--- src/rtl/tron_player_if.sv ---
// Frame-RAM bus between a Tron light-cycle player and the shared cell frame buffer.
interface tron_player_if;
    logic [12:0] ram_addr;
    logic [7:0]  ram_wdata;
    logic        ram_wren;
    logic [7:0]  ram_rdata;

    modport master (output ram_addr, output ram_wdata, output ram_wren, input ram_rdata);
    modport slave  (input ram_addr, input ram_wdata, input ram_wren, output ram_rdata);
endinterface

--- src/rtl/tron_player.sv ---
// One Tron light-cycle: steps one cell per tick, checks the frame RAM ahead for a trail,
// then paints its own trail there or latches a crash.
module tron_player #(
    parameter int         H_CELLS     = 80,
    parameter int         V_CELLS     = 60,
    parameter int         BORDER      = 2,
    parameter int         TICK_CYCLES = 2_000_000,
    parameter int         RAM_LAT     = 2,
    parameter int         INIT_X      = 27,
    parameter int         INIT_Y      = 30,
    parameter int         INIT_DIR    = 0,
    parameter logic [7:0] COLOR       = 8'hFF
) (
    input  logic          CLOCK_50,
    input  logic          reset,
    input  logic          enable,
    input  logic          key_ccw_n,
    input  logic          key_cw_n,
    tron_player_if.master ramBus,
    output logic [6:0]    pos_x,
    output logic [5:0]    pos_y,
    output logic [1:0]    dir,
    output logic          crashed
);

    localparam int TW = (TICK_CYCLES > 1) ? $clog2(TICK_CYCLES) : 1;
    localparam int RW = (RAM_LAT > 1) ? $clog2(RAM_LAT) : 1;
    localparam logic [TW-1:0] TICK_LAST = TW'(TICK_CYCLES - 1);
    localparam logic [RW-1:0] READ_LAST = RW'(RAM_LAT - 1);
    localparam logic [6:0] X_MIN  = 7'(BORDER);
    localparam logic [6:0] X_SPAN = 7'(H_CELLS - 2 * BORDER);
    localparam logic [5:0] Y_MIN  = 6'(BORDER);
    localparam logic [5:0] Y_SPAN = 6'(V_CELLS - 2 * BORDER);

    typedef enum logic [2:0] {INIT, IDLE, CHECK, READ, EVAL, WRITE, CRASH} stateType;

    stateType      r_state, w_nextState;
    logic [2:0]    r_ccwSync, r_cwSync;
    logic          r_pendValid;
    logic [1:0]    r_pendDelta;
    logic [TW-1:0] r_tickCnt;
    logic [RW-1:0] r_readCnt;
    logic [6:0]    r_posX, r_nextX, w_stepX;
    logic [5:0]    r_posY, r_nextY, w_stepY;
    logic [1:0]    r_dir, w_newDir, w_turnDelta;
    logic          r_crashed;
    logic          w_ccwReq, w_cwReq, w_turnReq;
    logic          w_tickEn, w_tick, w_outOfBounds, w_wren;
    logic [12:0]   w_posAddr, w_nextAddr, w_addr;

    // Bit 2 holds the previous synchronized level, so a request is a 1->0 step of bit 1.
    assign w_ccwReq    = r_ccwSync[2] & ~r_ccwSync[1];
    assign w_cwReq     = r_cwSync[2] & ~r_cwSync[1];
    assign w_turnReq   = w_ccwReq ^ w_cwReq;
    assign w_turnDelta = w_cwReq ? 2'd1 : 2'd3;

    assign w_tickEn = enable & ~r_crashed & (r_state == IDLE);
    assign w_tick   = w_tickEn && (r_tickCnt == TICK_LAST);
    assign w_newDir = r_pendValid ? r_dir + r_pendDelta : r_dir;

    always_comb begin
        w_stepX = r_posX;
        w_stepY = r_posY;
        case (w_newDir)
            2'd0:    w_stepX = r_posX + 7'd1;
            2'd1:    w_stepY = r_posY + 6'd1;
            2'd2:    w_stepX = r_posX - 7'd1;
            default: w_stepY = r_posY - 6'd1;
        endcase
    end

    // Offsetting by the border folds both bounds into one unsigned compare; a 0-1 wrap lands high.
    assign w_outOfBounds = ((w_stepX - X_MIN) >= X_SPAN) || ((w_stepY - Y_MIN) >= Y_SPAN);

    assign w_posAddr  = 13'(int'(r_posY) * H_CELLS + int'(r_posX));
    assign w_nextAddr = 13'(int'(r_nextY) * H_CELLS + int'(r_nextX));

    always_ff @(posedge CLOCK_50) begin
        if (reset) r_state <= INIT;
        else       r_state <= w_nextState;
    end

    always_comb begin
        w_nextState = r_state;
        w_wren      = 1'b0;
        w_addr      = w_posAddr;
        case (r_state)
            INIT: begin
                w_wren      = 1'b1;
                w_nextState = IDLE;
            end
            IDLE:  if (w_tick) w_nextState = CHECK;
            CHECK: w_nextState = w_outOfBounds ? CRASH : READ;
            READ: begin
                w_addr = w_nextAddr;
                if (r_readCnt == READ_LAST) w_nextState = EVAL;
            end
            EVAL: begin
                w_addr      = w_nextAddr;
                w_nextState = (ramBus.ram_rdata != 8'd0) ? CRASH : WRITE;
            end
            WRITE: begin
                w_addr      = w_nextAddr;
                w_wren      = 1'b1;
                w_nextState = IDLE;
            end
            CRASH:   w_nextState = CRASH;
            default: w_nextState = INIT;
        endcase
        // Holding reset keeps the INIT write from repeating every cycle.
        if (reset) w_wren = 1'b0;
    end

    always_ff @(posedge CLOCK_50) begin
        if (reset) begin
            r_ccwSync   <= 3'b111;
            r_cwSync    <= 3'b111;
            r_pendValid <= 1'b0;
            r_pendDelta <= 2'd0;
            r_tickCnt   <= '0;
            r_readCnt   <= '0;
            r_posX      <= 7'(INIT_X);
            r_posY      <= 6'(INIT_Y);
            r_nextX     <= 7'(INIT_X);
            r_nextY     <= 6'(INIT_Y);
            r_dir       <= 2'(INIT_DIR);
            r_crashed   <= 1'b0;
        end else begin
            r_ccwSync <= {r_ccwSync[1:0], key_ccw_n};
            r_cwSync  <= {r_cwSync[1:0], key_cw_n};

            if (w_tickEn) r_tickCnt <= (r_tickCnt == TICK_LAST) ? '0 : r_tickCnt + 1'b1;

            // CHECK consumes the pending turn; a request arriving that same cycle waits for the next tick.
            if (r_state == CHECK) begin
                r_pendValid <= w_turnReq;
                r_pendDelta <= w_turnDelta;
            end else if (!r_pendValid && w_turnReq) begin
                r_pendValid <= 1'b1;
                r_pendDelta <= w_turnDelta;
            end

            if (r_state == CHECK) begin
                r_dir   <= w_newDir;
                r_nextX <= w_stepX;
                r_nextY <= w_stepY;
            end

            if (r_state == READ) r_readCnt <= r_readCnt + 1'b1;
            else                 r_readCnt <= '0;

            if (r_state == WRITE) begin
                r_posX <= r_nextX;
                r_posY <= r_nextY;
            end

            if (w_nextState == CRASH) r_crashed <= 1'b1;
        end
    end

    assign ramBus.ram_addr  = w_addr;
    assign ramBus.ram_wdata = COLOR;
    assign ramBus.ram_wren  = w_wren;
    assign pos_x   = r_posX;
    assign pos_y   = r_posY;
    assign dir     = r_dir;
    assign crashed = r_crashed;

endmodule

--- src/flat_wrapper.sv ---
// flat-port wrapper written by rule: the top's interface ports become plain ports
module tron_player_flat 
#(
    parameter int         H_CELLS     = 80,
    parameter int         V_CELLS     = 60,
    parameter int         BORDER      = 2,
    parameter int         TICK_CYCLES = 2_000_000,
    parameter int         RAM_LAT     = 2,
    parameter int         INIT_X      = 27,
    parameter int         INIT_Y      = 30,
    parameter int         INIT_DIR    = 0,
    parameter logic [7:0] COLOR       = 8'hFF
)
  (CLOCK_50, reset, enable, key_ccw_n, key_cw_n, pos_x, pos_y, dir, crashed, ramBus_ram_addr, ramBus_ram_wdata, ramBus_ram_wren, ramBus_ram_rdata);
  tron_player_if ramBus_i ();
  input  logic CLOCK_50;
  input  logic reset;
  input  logic enable;
  input  logic key_ccw_n;
  input  logic key_cw_n;
  output logic [6:0] pos_x;
  output logic [5:0] pos_y;
  output logic [1:0] dir;
  output logic crashed;
  output wire logic [$bits(ramBus_i.ram_addr)-1:0] ramBus_ram_addr;
  output wire logic [$bits(ramBus_i.ram_wdata)-1:0] ramBus_ram_wdata;
  output wire logic [$bits(ramBus_i.ram_wren)-1:0] ramBus_ram_wren;
  input wire logic [$bits(ramBus_i.ram_rdata)-1:0] ramBus_ram_rdata;
  assign ramBus_ram_addr = ramBus_i.ram_addr;
  assign ramBus_ram_wdata = ramBus_i.ram_wdata;
  assign ramBus_ram_wren = ramBus_i.ram_wren;
  assign ramBus_i.ram_rdata = ramBus_ram_rdata;
  tron_player #(.H_CELLS(H_CELLS), .V_CELLS(V_CELLS), .BORDER(BORDER), .TICK_CYCLES(TICK_CYCLES), .RAM_LAT(RAM_LAT), .INIT_X(INIT_X), .INIT_Y(INIT_Y), .INIT_DIR(INIT_DIR), .COLOR(COLOR)) u_core (.CLOCK_50(CLOCK_50), .reset(reset), .enable(enable), .key_ccw_n(key_ccw_n), .key_cw_n(key_cw_n), .ramBus(ramBus_i), .pos_x(pos_x), .pos_y(pos_y), .dir(dir), .crashed(crashed));
endmodule
--- config.mk ---
export PLATFORM = sky130hd
export DESIGN_NAME = tron_player_flat
export DESIGN_NICKNAME = d
export VERILOG_FILES = /design/src/rtl/tron_player_if.sv /design/src/rtl/tron_player.sv /design/src/flat_wrapper.sv
export SDC_FILE = /design/constraint.sdc
export NUM_CORES = 1
export LEC_CHECK = 0
export BUFFER_PORTS_ARGS = -buffer_cell sky130_fd_sc_hd__buf_2
export CORE_ASPECT_RATIO = 0.7
export CORE_MARGIN = 3
export CORE_UTILIZATION = 50
export CTS_BUF_LIST = sky130_fd_sc_hd__clkbuf_2
export DETAILED_ROUTE_END_ITERATION = 7
export GPL_ROUTABILITY_DRIVEN = 0
export PLACE_DENSITY_LB_ADDON = 0.15
export SLEW_MARGIN = 20
export SYNTH_ARGS = -nofsm -noshare
export SYNTH_HDL_FRONTEND = slang
export SYNTH_SLANG_ARGS = --single-unit
--- constraint.sdc ---
create_clock -name CLOCK_50 -period 3.6 [get_ports CLOCK_50]
set_input_delay 0.18 -clock CLOCK_50 [delete_from_list [all_inputs] [get_ports CLOCK_50]]
set_output_delay 0.18 -clock CLOCK_50 [all_outputs]
set_load 0.005 [all_outputs]
Word level (Yosys, flattened, before mapping)
Index checks and enable logic that the tools add are counted.
Word-level totals
  bits in registers: 63
  input port bits: 13
  output and inout bits: 38
  word-level logic and storage cells: 76
Operators by class
  add/sub/neg operators: 11
  $mul: 2
  $lt $le $gt $ge: 2
  equal/unequal tests: 10
  muxes and demuxes: 17
  bitwise gates (word level): 9
  reduce and logical (&&, ||, !) cells: 12
Operators with widths (number)
  adder 13 x 8 -> 13 bit: 2
  adder 21 x 1 -> 21 bit, second input constant: 1
  == test 21 bit, second input constant: 1
  2-to-1 mux 21 bit: 1
  multiplier 6 x 3 -> 9 bit, second input constant: 2
  case mux 3 bit (6 select lines): 1
  case mux 7 bit (2 select lines): 1
  2-to-1 mux 13 bit: 1
  == test 3 bit, second input constant: 4
  case mux 6 bit (2 select lines): 1
  2-to-1 mux 2 bit: 5
  2-to-1 mux 3 bit: 3
  nonzero test 8 bit: 1
  adder 7 x 1 -> 7 bit, second input constant: 1
  greater-or-equal comparator 7 bit, second input constant: 1
  subtractor 7 x 1 -> 7 bit, second input constant: 1
  subtractor 7 x 2 -> 7 bit, second input constant: 1
  adder 6 x 1 -> 6 bit, second input constant: 1
  == test 3 x 2 -> 1 bit, second input constant: 2
  greater-or-equal comparator 6 bit, second input constant: 1
  OR reduction 2 bit: 3
  subtractor 6 x 1 -> 6 bit, second input constant: 1
  subtractor 6 x 2 -> 6 bit, second input constant: 1
  bitwise AND 1 bit: 4
  other kinds (15): 22

Longest topological paths before layout
Gate-level depths: netlist of run 1.
  depth in word-level cells: 11
  gate-level depth with buffers: 16
  depth with buffers taken out: 16

Worst setup path after synthesis of run 1
Ideal clock, no wire load.
  path kind: register -> register
  start point: reg u_core.r_dir[0] (netlist: u_core.dir[0])
  end point: reg u_core.r_state[0]
  library setup time: 0.117 ns
  data arrival time: 3.383 ns
  data required time: 3.483 ns
  path slack: 0.100 ns
  stages on the path, launching flop included: 16
  path buffers: 0
  period minus slack after synthesis: 3.500 ns
  cell sequence: dfxtp_1 -> ha_1 -> xor2_1 -> a21boi_1 -> nor2_1 -> nand2_1 -> ha_1 -> a211oi_1 -> o21bai_1 -> a21oi_1 -> mux2i_1 -> xor2_1 -> or4b_2 -> nand3_1 -> a211oi_1 -> a22o_1
Between the ends
  longest elaborated chain between the ends: 10
  elaborated cells between the ends (all ways): 15
  those cells by class: add/sub (3); order compare (2); eq/ne (2); mux (5); reduce/logical (3)
Ends and longest elaborated chain
  start, declared: line tron_player.sv:45  | logic [1:0] r_dir, w_newDir, w_turnDelta;
  start signal, assigned: line tron_player.sv:126  | r_dir <= 2'(INIT_DIR);
  start signal, assigned: line tron_player.sv:144  | r_dir <= w_newDir;
  adder 2 bit: line tron_player.sv:59  | assign w_newDir = r_pendValid ? r_dir + r_pendDelta : r_dir;
  2-to-1 mux 2 bit (*): line tron_player.sv:59
  == test 2 bit or zero test 2 bit (tied branches): line tron_player.sv:64  | case (w_newDir)
  OR reduction 2 bit (no source line)
  case mux 6 bit (2 select lines): line tron_player.sv:64
  subtractor 6 x 2 -> 6 bit: line tron_player.sv:73  | assign w_outOfBounds = ((w_stepX - X_MIN) >= X_SPAN) || ((w_stepY - Y_MIN) >= Y_SPAN);
  greater-or-equal comparator 6 bit: line tron_player.sv:73
  logical OR 1 bit (*): line tron_player.sv:73
  2-to-1 mux 3 bit (*): line tron_player.sv:93  | CHECK: w_nextState = w_outOfBounds ? CRASH : READ;
  case mux 3 bit (6 select lines) (*): line tron_player.sv:87  | case (r_state)
  end signal, assigned: line tron_player.sv:80  | else r_state <= w_nextState;
  end, declared: line tron_player.sv:37  | stateType r_state, w_nextState;
Every way passes the cells marked *; elsewhere a longest branch is shown, timed or not.
A chain may end at the register's enable or synchronous reset.

Worst setup path in the final report of run 1
  start point: reg u_core.r_pendDelta[1]
  end point: reg u_core.r_state[2]
Between the ends
  longest elaborated chain between the ends: 10
  elaborated cells between the ends (all ways): 15
  those cells by class: add/sub (3); order compare (2); eq/ne (2); mux (5); reduce/logical (3)
Ends and longest elaborated chain
  start, declared: line tron_player.sv:40  | logic [1:0] r_pendDelta;
  start signal, assigned: line tron_player.sv:137  | r_pendDelta <= w_turnDelta;
  start signal, assigned: line tron_player.sv:140  | r_pendDelta <= w_turnDelta;
  adder 2 bit (*): line tron_player.sv:59
  2-to-1 mux 2 bit (*): line tron_player.sv:59
  == test 2 bit or zero test 2 bit (tied branches): line tron_player.sv:64
  OR reduction 2 bit (no source line)
  case mux 6 bit (2 select lines): line tron_player.sv:64
  subtractor 6 x 2 -> 6 bit: line tron_player.sv:73
  greater-or-equal comparator 6 bit: line tron_player.sv:73
  logical OR 1 bit (*): line tron_player.sv:73
  2-to-1 mux 3 bit (*): line tron_player.sv:93
  case mux 3 bit (6 select lines) (*): line tron_player.sv:87
Marked as above.

==> impl_metrics.py, run 1 <==
metrics = {
    "power_and_ir_drop": {
        "p_switching_w": 0.000336,
        "power.leakage_nw": 1.96,
        "pwr-share-comb": 0.080,
        "vdd_drop_max_mv": 0.316,
        "seqPwrFrac": 0.573,
        "sw_frac_of_total": 0.269,
        "total_power_w": 0.00125,
        "p_per_area_nw_per_um2": 256,
        "p_clk_frac": 0.347,
        "internal_power_w": 0.000912,
    },
    "routing": {
        "first_pass_iters": 4,
        "final_antenna_net_count": 0,
        "drt_iter0_drc": 166,
        "wl_per_cell_um": 14.7,
        "vias_per_cell": 5.45,
        "wl_um": 9880,
        "drc": 0,
        "vias": 3650,
    },
    "placed_design": {
        "dp_hpwl_um": 7220,
        "io_buffer_count": 42,
    },
    "worst_setup_path": {
        "worstPathMaxFanout": 4,
        "cpMaxStageDelayCell": "xor3_1",
        "critPathMostFrequentCell": "xnor2_1",
        "startpoint_type": "register",
        "slowest_delay_ns": 0.42,
        "path_cells": "xor3_1 -> a32oi_2 -> xnor2_1 -> ha_2 -> buf_4 -> nand2_1 -> or3_1 -> mux2i_1 -> xnor2_1 -> mux2_2 -> o21a_1 -> a211oi_4 -> a211oi_2 -> o41ai_1",
        "cp_num_buf_inv": 1,
        "crit_family": "compound AO/OA/AOI/OAI gates",
        "path_class": "reg2reg",
        "cp-startpoint": "u_core.r_pendDelta[1]",
        "worst_r2r_endpoint": "u_core.r_state[2]",
        "reg2reg_depth": 14,
        "r2r_slack_ns": 0.09,
        "worstPathArrival_ns": 3.91,
        "cp_data_required_time_ns": 4.00,
        "endpoint": "u_core.r_state[2]",
        "worst_setup_path_end_kind": "register",
        "r2r_start": "u_core.r_pendDelta[1]",
        "worst-path-stages": 14,
    },
    "logic_synthesis": {
        "ys_ff_latch": 63,
        "synth_flop_cell": "dfxtp_1",
        "synth.area.top_cells": "dfxtp_1 30%, ha_1 9.1%, nand2_1 5.9%, xnor2_1 5.3%, nor2_1 4.4%",
        "synthArstFlopShare": 0,
        "yosysTopAreaCell": "dfxtp_1",
        "syn_inst": 513,
        "synth_area_per_cell_um2": 8.33,
        "syn_area_um2": 4270,
        "yosysUniqueCellTypes": 64,
        "synth-edff-count": 0,
        "yosysSeqAreaShare": 0.295,
        "synth_top_area_share": 0.295,
        "ys_warn_count": 0,
    },
    "global_routing": {
        "grt_pass1_wl_um": 16400,
        "track_usage": 0.208,
        "antenna_found_initial": 0,
        "grt_max_degree": 29,
        "overflow": 0,
        "grt_pass1_vias": 3376,
    },
    "floorplanning": {
        "core-area_um2": 8070,
        "dieArea_um2": 9710,
        "initial_utilization": 0.529,
        "die_y_um": 83.3,
        "die_w_um": 116,
        "rows": 27,
        "io_pins": 51,
    },
    "cts": {
        "numCtsBuffers": 9,
        "clkLatencyLatePin_ns": 0.51,
        "clk_path_buf_depth": 2,
        "clkSlewWorstSetupHoldPaths_ns": 0.19,
        "cts_max_level": 3,
        "cts-root-buf": "clkbuf_2",
        "tritoncts": "built",
        "cts.sinks": 63,
    },
    "timing": {
        "worst_pin_slew_ns": 0.812,
        "fin_crit_ns": 3.51,
        "rsz0062_at_grt": "yes",
        "finalSetupTns_ns": 0,
        "max_freq_mhz": 285,
        "hold_violations": 0,
        "final.period_utilization": 0.974,
        "final.setup_skew_ns": 0.0292,
        "setup_viol": 0,
        "maxSlewHeadroom": 0.459,
        "timing.final.max_slew_violations": 0,
    },
    "layout": {
        "post-route-util": 0.603,
        "drive_gt1_frac": 0.220,
        "areaGrowthSynthToFinish_pct": 13.9,
        "nNetsFinal": 613,
        "diodes": 0,
    },
    "worst_hold_path": {
        "hp-class": "in2reg",
        "hold_depth": 2,
    },
    "run_status": {
        "status": "finished, final reports clean",
    },
    "run": {
        "drv_cap": 0,
    },
}
## registers in the layout, summed over array words and instances, names as in the netlist, 3 cells and up
signal,cells
u_core.pos_y,6
u_core.r_nextY,6
u_core.r_state,3
u_core.r_cwSync,3
u_core.r_nextX,7
u_core.r_tickCnt,21
u_core.pos_x,7
u_core.r_ccwSync,3
## layout by cell type (no fill, tap or decap), types with 4 or more instances in the layout
cell and n:
a211oi_1 8, a21o_1 8, a21oi_1 24, a21oi_2 4
buf_2 42, buf_4 19, clkbuf_2 10, conb_1 8
dfxtp_1 59, fa_1 4, ha_1 26, inv_1 24
mux2_2 5, mux2i_1 9, nand2_1 66, nand3_1 14
nand4_1 10, nor2_1 49, nor2b_1 6, nor3_1 5
nor3b_1 4, o211ai_1 10, o21ai_0 19, or2_2 7
or3_1 10, xnor2_1 25, xor2_1 16
## worst reg2reg max path: stages, from the launching register on
cell and delay (ns):
dfxtp_4 0.37, xor3_1 0.42, a32oi_2 0.25, xnor2_1 0.15
ha_2 0.23, buf_4 0.12, nand2_1 0.06, or3_1 0.31
mux2i_1 0.17, xnor2_1 0.16, mux2_2 0.30, o21a_1 0.20
a211oi_4 0.30, a211oi_2 0.07, o41ai_1 0.32
## Yosys cell counts, types with 14 or more instances
library cell,number
o21ai_0,22
xnor2_1,26
a21oi_1,27
nor2_1,50
inv_1,24
dfxtp_1,63
xor2_1,18
clkbuf_1,14
ha_1,31
nand2_1,67
nand3_1,15
## kinds of logic after synthesis
logic type | after synthesis | synth area share
flip-flops | 63 | 0.295
AND/OR/NAND/NOR | 198 | 0.226
multiplexers | 15 | 0.0378
adder cells (fa/ha/maj) | 36 | 0.114
buffers and inverters | 55 | 0.0679
AO/OA/AOI/OAI | 99 | 0.155
other | 1 | 0.000878
XOR/XNOR | 46 | 0.102
## cell type report
class / instances / area [µm²]
Clock buffer: 10 / 50.0
Clock inverter: 6 / 61.3
Fill cell: 735 / 3210
Inverter: 25 / 93.8
Multi-Input combinational cell: 402 / 2890
Sequential cell: 63 / 1270
Tap cell: 101 / 126
Timing Repair Buffer: 63 / 373
## timing repair
item	in CTS	in global routing
setup buffers	0	8
endpoints found under the hold margin	2	0
hold buffers	2	0
setup endpoints to repair	3	3
resized for setup	5	30
pin swaps	1	8
## layer usage
layer | share of wire | track usage
met5 | 0 | 0
met4 | 0.013 | 0.0632
met3 | 0.048 | 0.0415
met2 | 0.43 | 0.312
met1 | 0.50 | 0.299
## per-stage QoR
stage	setup WS, ns	cell area, µm²	hold slack (ns)	std cells
2_1_floorplan	0.0999	4300	0.284	520
6_report	0.0927	4870	0.125	670
5_1_grt	-0.0515	4870	0.101	670
3_3_place_gp	0.0264	4520	0.363	644
3_5_place_dp	-0.127	4520	0.366	644
4_1_cts	0.00346	4670	0.0725	662
## worst min path at each step
| stage | start | end | slack [ns] |
|---|---|---|---|
| 2_1_floorplan | key_ccw_n | u_core.r_ccwSync[0] | 0.28 |
| 3_3_place_gp | key_cw_n | u_core.r_cwSync[0] | 0.36 |
| 3_5_place_dp | key_cw_n | u_core.r_cwSync[0] | 0.37 |
| 4_1_cts | reset | u_core.r_nextY[0] | 0.07 |
| 5_1_grt | reset | u_core.pos_x[6] | 0.10 |
| 6_report | reset | u_core.r_nextY[0] | 0.13 |
## power by group through the flow
stage / Combinational (W) / Clock (W) / Sequential [W]
finish: 0.000100 / 0.000433 / 0.000714
global route: 0.000111 / 0.000488 / 0.000717
CTS: 0.0000857 / 0.000451 / 0.000715
detailed placement: 0.0000830 / 0 / 0.000729
global placement: 0.0000810 / 0 / 0.000728
floorplan: 0.0000746 / 0 / 0.000724
Power figures use the tool's default switching activity.
==> run 2, diff against run 1 <==
Settings changed: MAX_ROUTING_LAYER set to met4, PLACE_DENSITY set to 0.71, PLACE_DENSITY_LB_ADDON 0.15 to not set.
==> impl_metrics.py, run 2 (synthesis results as in run 1) <==
metrics = {
    "layout": {
        "nNetsFinal": 617,
        "areaGrowthSynthToFinish_pct": 15.6,
        "diodes": 0,
        "final_cell_mix": "66 x nand2_1, 59 x dfxtp_1, 49 x nor2_1",
        "top_register": "u_core.r_tickCnt",
        "largest_reg_flops": 21,
        "drive_gt1_frac": 0.229,
        "layout_commonest_cell": "nand2_1",
        "fillerInstances": 688,
    },
    "timing": {
        "maxSlewHeadroom": 0.489,
        "worst_pin_slew_ns": 0.766,
        "finalSetupTns_ns": 0,
        "fin_crit_ns": 3.52,
        "final.setup_skew_ns": 0.0266,
        "timing.final.max_slew_violations": 0,
        "setup_ws_ns": 0.0838,
        "hold_violations": 0,
        "max_freq_mhz": 284,
        "final.period_utilization": 0.977,
        "setup_viol": 0,
    },
    "routing": {
        "first_pass_iters": 5,
        "wl_um": 10500,
        "vias_per_cell": 5.64,
        "drc": 0,
        "drt_iter0_drc": 203,
        "vias": 3799,
        "wl_per_cell_um": 15.6,
        "final_antenna_net_count": 0,
    },
    "global_routing": {
        "track_usage": 0.215,
        "overflow": 0,
        "grt_pass1_vias": 3497,
        "grt_max_degree": 29,
        "antenna_found_initial": 0,
        "grt_pass1_wl_um": 16500,
    },
    "power_and_ir_drop": {
        "p_per_area_nw_per_um2": 286,
        "vdd_drop_max_mv": 0.309,
        "power.leakage_nw": 2.02,
    },
    "worst_setup_path": {
        "worstPathMaxFanout": 3,
        "cp-startpoint": "u_core.r_pendDelta[0]",
        "startpoint_type": "register",
        "cp_data_required_time_ns": 4.02,
        "r2r_start": "u_core.r_pendDelta[0]",
        "path_class": "reg2reg",
        "worst_setup_path_end_kind": "register",
        "worstPathArrival_ns": 3.94,
        "reg2reg_depth": 15,
    },
    "cts": {
        "numCtsBuffers": 9,
        "tritoncts": "built",
        "cts.sinks": 63,
        "clk_path_buf_depth": 2,
        "cts_max_level": 3,
        "clkSlewWorstSetupHoldPaths_ns": 0.20,
        "clkLatencyLatePin_ns": 0.51,
        "cts-root-buf": "clkbuf_2",
    },
    "placed_design": {
        "dp_slack_ns": -0.203,
        "io_buffer_count": 42,
        "dp_hpwl_um": 7240,
    },
    "worst_hold_path": {
        "hold_depth": 2,
        "hp-class": "in2reg",
        "holdCritStartpoint": "reset",
    },
    "floorplanning": {
        "core-area_um2": 8070,
        "dieArea_um2": 9710,
        "rows": 27,
        "io_pins": 51,
        "die_w_um": 116,
        "die_y_um": 83.3,
        "initial_utilization": 0.529,
    },
    "run_status": {
        "status": "finished, final reports clean",
    },
    "run": {
        "drv_cap": 0,
    },
}
==> run 2: worst max-delay path, cell delays in order (launching register included) <==
cell      delay [ns]
dfxtp_2         0.39
ha_4            0.18
xor3_1          0.24
a32oi_2         0.26
xnor2_1         0.17
ha_2            0.25
nor2_1          0.07
mux2i_1         0.21
nand2b_4        0.18
xnor2_2         0.13
ha_2            0.23
mux2_2          0.33
o21a_1          0.18
a211oi_2        0.21
a211oi_1        0.12
o41ai_1         0.29
==> run 2: area by class of cell <==
class | instances | area [µm²] | share of cell area
multi-input cells | 402 | 2890 | 0.584
flip-flops and latches | 63 | 1270 | 0.256
repair buffers | 67 | 403 | 0.0815
well taps | 101 | 126 | 0.0256
clock inverters | 6 | 116 | 0.0236
inverters | 25 | 93.8 | 0.0190
clock buffers | 10 | 50.0 | 0.0101
==> run 2: power by group <==
group | internal [W] | switching, W
combinational | 0.0000499 | 0.0000563
sequential | 0.000707 | 0.00000772
clock | 0.000309 | 0.000284
total | 0.00107 | 0.000348
==> run 2: what timing repair did <==
item                                    in CTS  in global routing
pin swaps                                    8                 13
hold buffers                                 2                  0
gates resized for setup                     17                 14
endpoints found under the setup margin       2                  3
hold endpoints to repair                     2                  0
setup buffers                                6                  6
==> run 2: through the flow <==
step                      total power (W)  instance area (µm²)   util  std cells  hold slack (ns)
final                             0.00141                 4940  0.612        674            0.120
after detailed placement         0.000813                 4530  0.561        645            0.368
after floorplan                  0.000799                 4300      -        520            0.284
after global placement           0.000810                 4530  0.561        645            0.365
after CTS                         0.00141                 4830  0.598        669           0.0831
after global routing              0.00146                 4940  0.612        674            0.108
==> run 2: worst paths after layout <==
check	to	slack, ns
worst min-delay path	u_core.r_nextY[0]	0.12
worst min register to register	u_core.r_ccwSync[1]	0.44
worst max register to register	u_core.r_state[2]	0.08
worst max-delay path	u_core.r_state[2]	0.08
==> run 2: per-layer routing <==
layer	track usage	vias to the layer above	share of wire
met5	-	-	0
met4	0.0695	0	0.020
met3	0.0379	23	0.045
met2	0.320	100	0.46
met1	0.295	1803	0.47
li1	-	1873	-
==> run 3, diff against run 2 <==
Settings changed: CTS_BUF_LIST sky130_fd_sc_hd__clkbuf_2 to sky130_fd_sc_hd__clkbuf_2 sky130_fd_sc_hd__clkbuf_4 sky130_fd_sc_hd__clkbuf_8.
==> impl_metrics.py, run 3 (synthesis results as in run 1) <==
metrics = {
    "run_status": {
        "status": "finished, final reports clean",
    },
    "routing": {
        "wl_per_cell_um": 15.6,
        "first_pass_iters": 4,
        "drc": 0,
        "final_antenna_net_count": 0,
        "wl_um": 10500,
        "drt_iter0_drc": 235,
        "vias_per_cell": 5.68,
        "vias": 3821,
    },
    "layout": {
        "areaGrowthSynthToFinish_pct": 17.6,
        "layout_commonest_cell": "nand2_1",
        "diodes": 0,
        "top_register": "u_core.r_tickCnt",
        "post-route-util": 0.623,
        "largest_reg_flops": 21,
        "final_cell_mix": "66 x nand2_1, 59 x dfxtp_1, 49 x nor2_1",
        "nNetsFinal": 616,
        "layout.cells.non_filler": 673,
        "drive_gt1_frac": 0.229,
    },
    "floorplanning": {
        "dieArea_um2": 9710,
        "core-area_um2": 8070,
        "rows": 27,
        "die_w_um": 116,
        "die_y_um": 83.3,
        "initial_utilization": 0.529,
        "io_pins": 51,
    },
    "global_routing": {
        "grtUsageMet3": 0.0386,
        "grt_max_degree": 29,
        "antenna_found_initial": 0,
        "grt_pass1_wl_um": 16500,
        "gr-usage-met1": 0.300,
        "busiest_layer": "met2",
        "overflow": 0,
        "track_usage": 0.218,
        "grt_pass1_vias": 3468,
        "grtUsageMet2": 0.317,
    },
    "run": {
        "drv_cap": 0,
    },
    "timing": {
        "max_freq_mhz": 287,
        "worst_pin_slew_ns": 0.761,
        "hold_violations": 0,
        "fin_crit_ns": 3.48,
        "hold_ws_ns": 0.00994,
        "setup_viol": 0,
        "final.period_utilization": 0.967,
        "timing.final.max_slew_violations": 0,
        "final.setup_skew_ns": 0.00978,
        "maxSlewHeadroom": 0.492,
    },
    "cts": {
        "clk_path_buf_depth": 2,
        "cts_max_level": 3,
        "tritoncts": "built",
        "clkLatencyLatePin_ns": 0.36,
        "cts-root-buf": "clkbuf_8",
        "numCtsBuffers": 9,
        "cts.sinks": 63,
        "clkSlewWorstSetupHoldPaths_ns": 0.08,
    },
    "worst_setup_path": {
        "path_class": "reg2reg",
        "startpoint_type": "register",
        "worstPathMaxFanout": 4,
        "worst_setup_path_end_kind": "register",
        "worstPathArrival_ns": 3.73,
        "cp_data_required_time_ns": 3.85,
    },
    "placed_design": {
        "io_buffer_count": 42,
        "dp_hpwl_um": 7240,
        "dpl.cell_count": 645,
    },
    "worst_hold_path": {
        "hp-class": "in2reg",
    },
    "power_and_ir_drop": {
        "power.leakage_nw": 2.04,
        "vdd_drop_max_mv": 0.240,
        "p_per_area_nw_per_um2": 317,
    },
}
run 3: cell count changes in the layout (fill, tap and decap cells not counted), sizes merged:
| cell | before | now |
|---|---|---|
| dlygate4sd3 | 2 | 1 |
run 3: path summary, 6_finish.rpt:
| check | to | start | slack [ns] | depth (start not counted) |
|---|---|---|---|---|
| worst max-delay path | u_core.r_state[2] | u_core.r_pendDelta[1] | 0.12 | 14 |
| worst min-delay path | u_core.r_cwSync[0] | key_cw_n | 0.01 | 2 |
| worst max register to register | u_core.r_state[2] | u_core.r_pendDelta[1] | 0.12 | 14 |
| worst min register to register | u_core.r_cwSync[1] | u_core.r_cwSync[0] | 0.42 | 1 |
run 3: what timing repair did:
| action | 4_1_cts | 5_1_grt |
|---|---|---|
| resized for setup | 17 | 15 |
| setup endpoints to repair | 2 | 3 |
| hold buffers | 1 | 0 |
| pin swaps | 11 | 12 |
| setup buffers | 5 | 6 |
| gates cloned | 0 | 0 |
| endpoints found under the hold margin | 1 | 0 |
run 3: power breakdown:
group	leakage, nW	total [W]	switching [W]	internal [W]
sequential	0.512	0.000714	0.00000926	0.000705
clock	0.125	0.000777	0.000304	0.000474
combinational	1.40	0.000102	0.0000544	0.0000478
run 3: layout make-up:
type                            count  area (µm²)
Fill cell                         674        3050
Clock buffer                       10         131
Timing Repair Buffer               66         393
Clock inverter                      6         116
Sequential cell                    63        1270
Tap cell                          101         126
Multi-Input combinational cell    402        2900
Inverter                           25        93.8
run 3: layer usage:
layer	wire length (µm)	up-vias	part of all wire
li1	-	1871	-
met1	4940	1818	0.47
met2	4800	114	0.46
met3	529	18	0.051
met4	205	0	0.020
met5	0	-	0
run 3: per-stage QoR:
stage                     setup slack, ns  TNS (ns)  total power, W  cell area [µm²]
after global routing              -0.0342   -0.0342         0.00164             5030
after global placement             0.0403         0        0.000810             4530
final                               0.118         0         0.00159             5030
after detailed placement           -0.203    -0.336        0.000813             4530
after floorplan                    0.0999         0        0.000799             4300
after CTS                        0.000992         0         0.00159             4910
run 3: critical path, stage by stage (launching register included):
cell	delay, ns
dfxtp_4	0.39
xor3_1	0.42
a32oi_2	0.26
xnor2_1	0.15
ha_2	0.22
buf_4	0.11
nand2_1	0.06
or3_1	0.34
mux2i_2	0.21
xnor2_2	0.14
mux2_2	0.28
o21a_1	0.18
a211oi_2	0.25
a211oi_2	0.08
o41ai_1	0.28
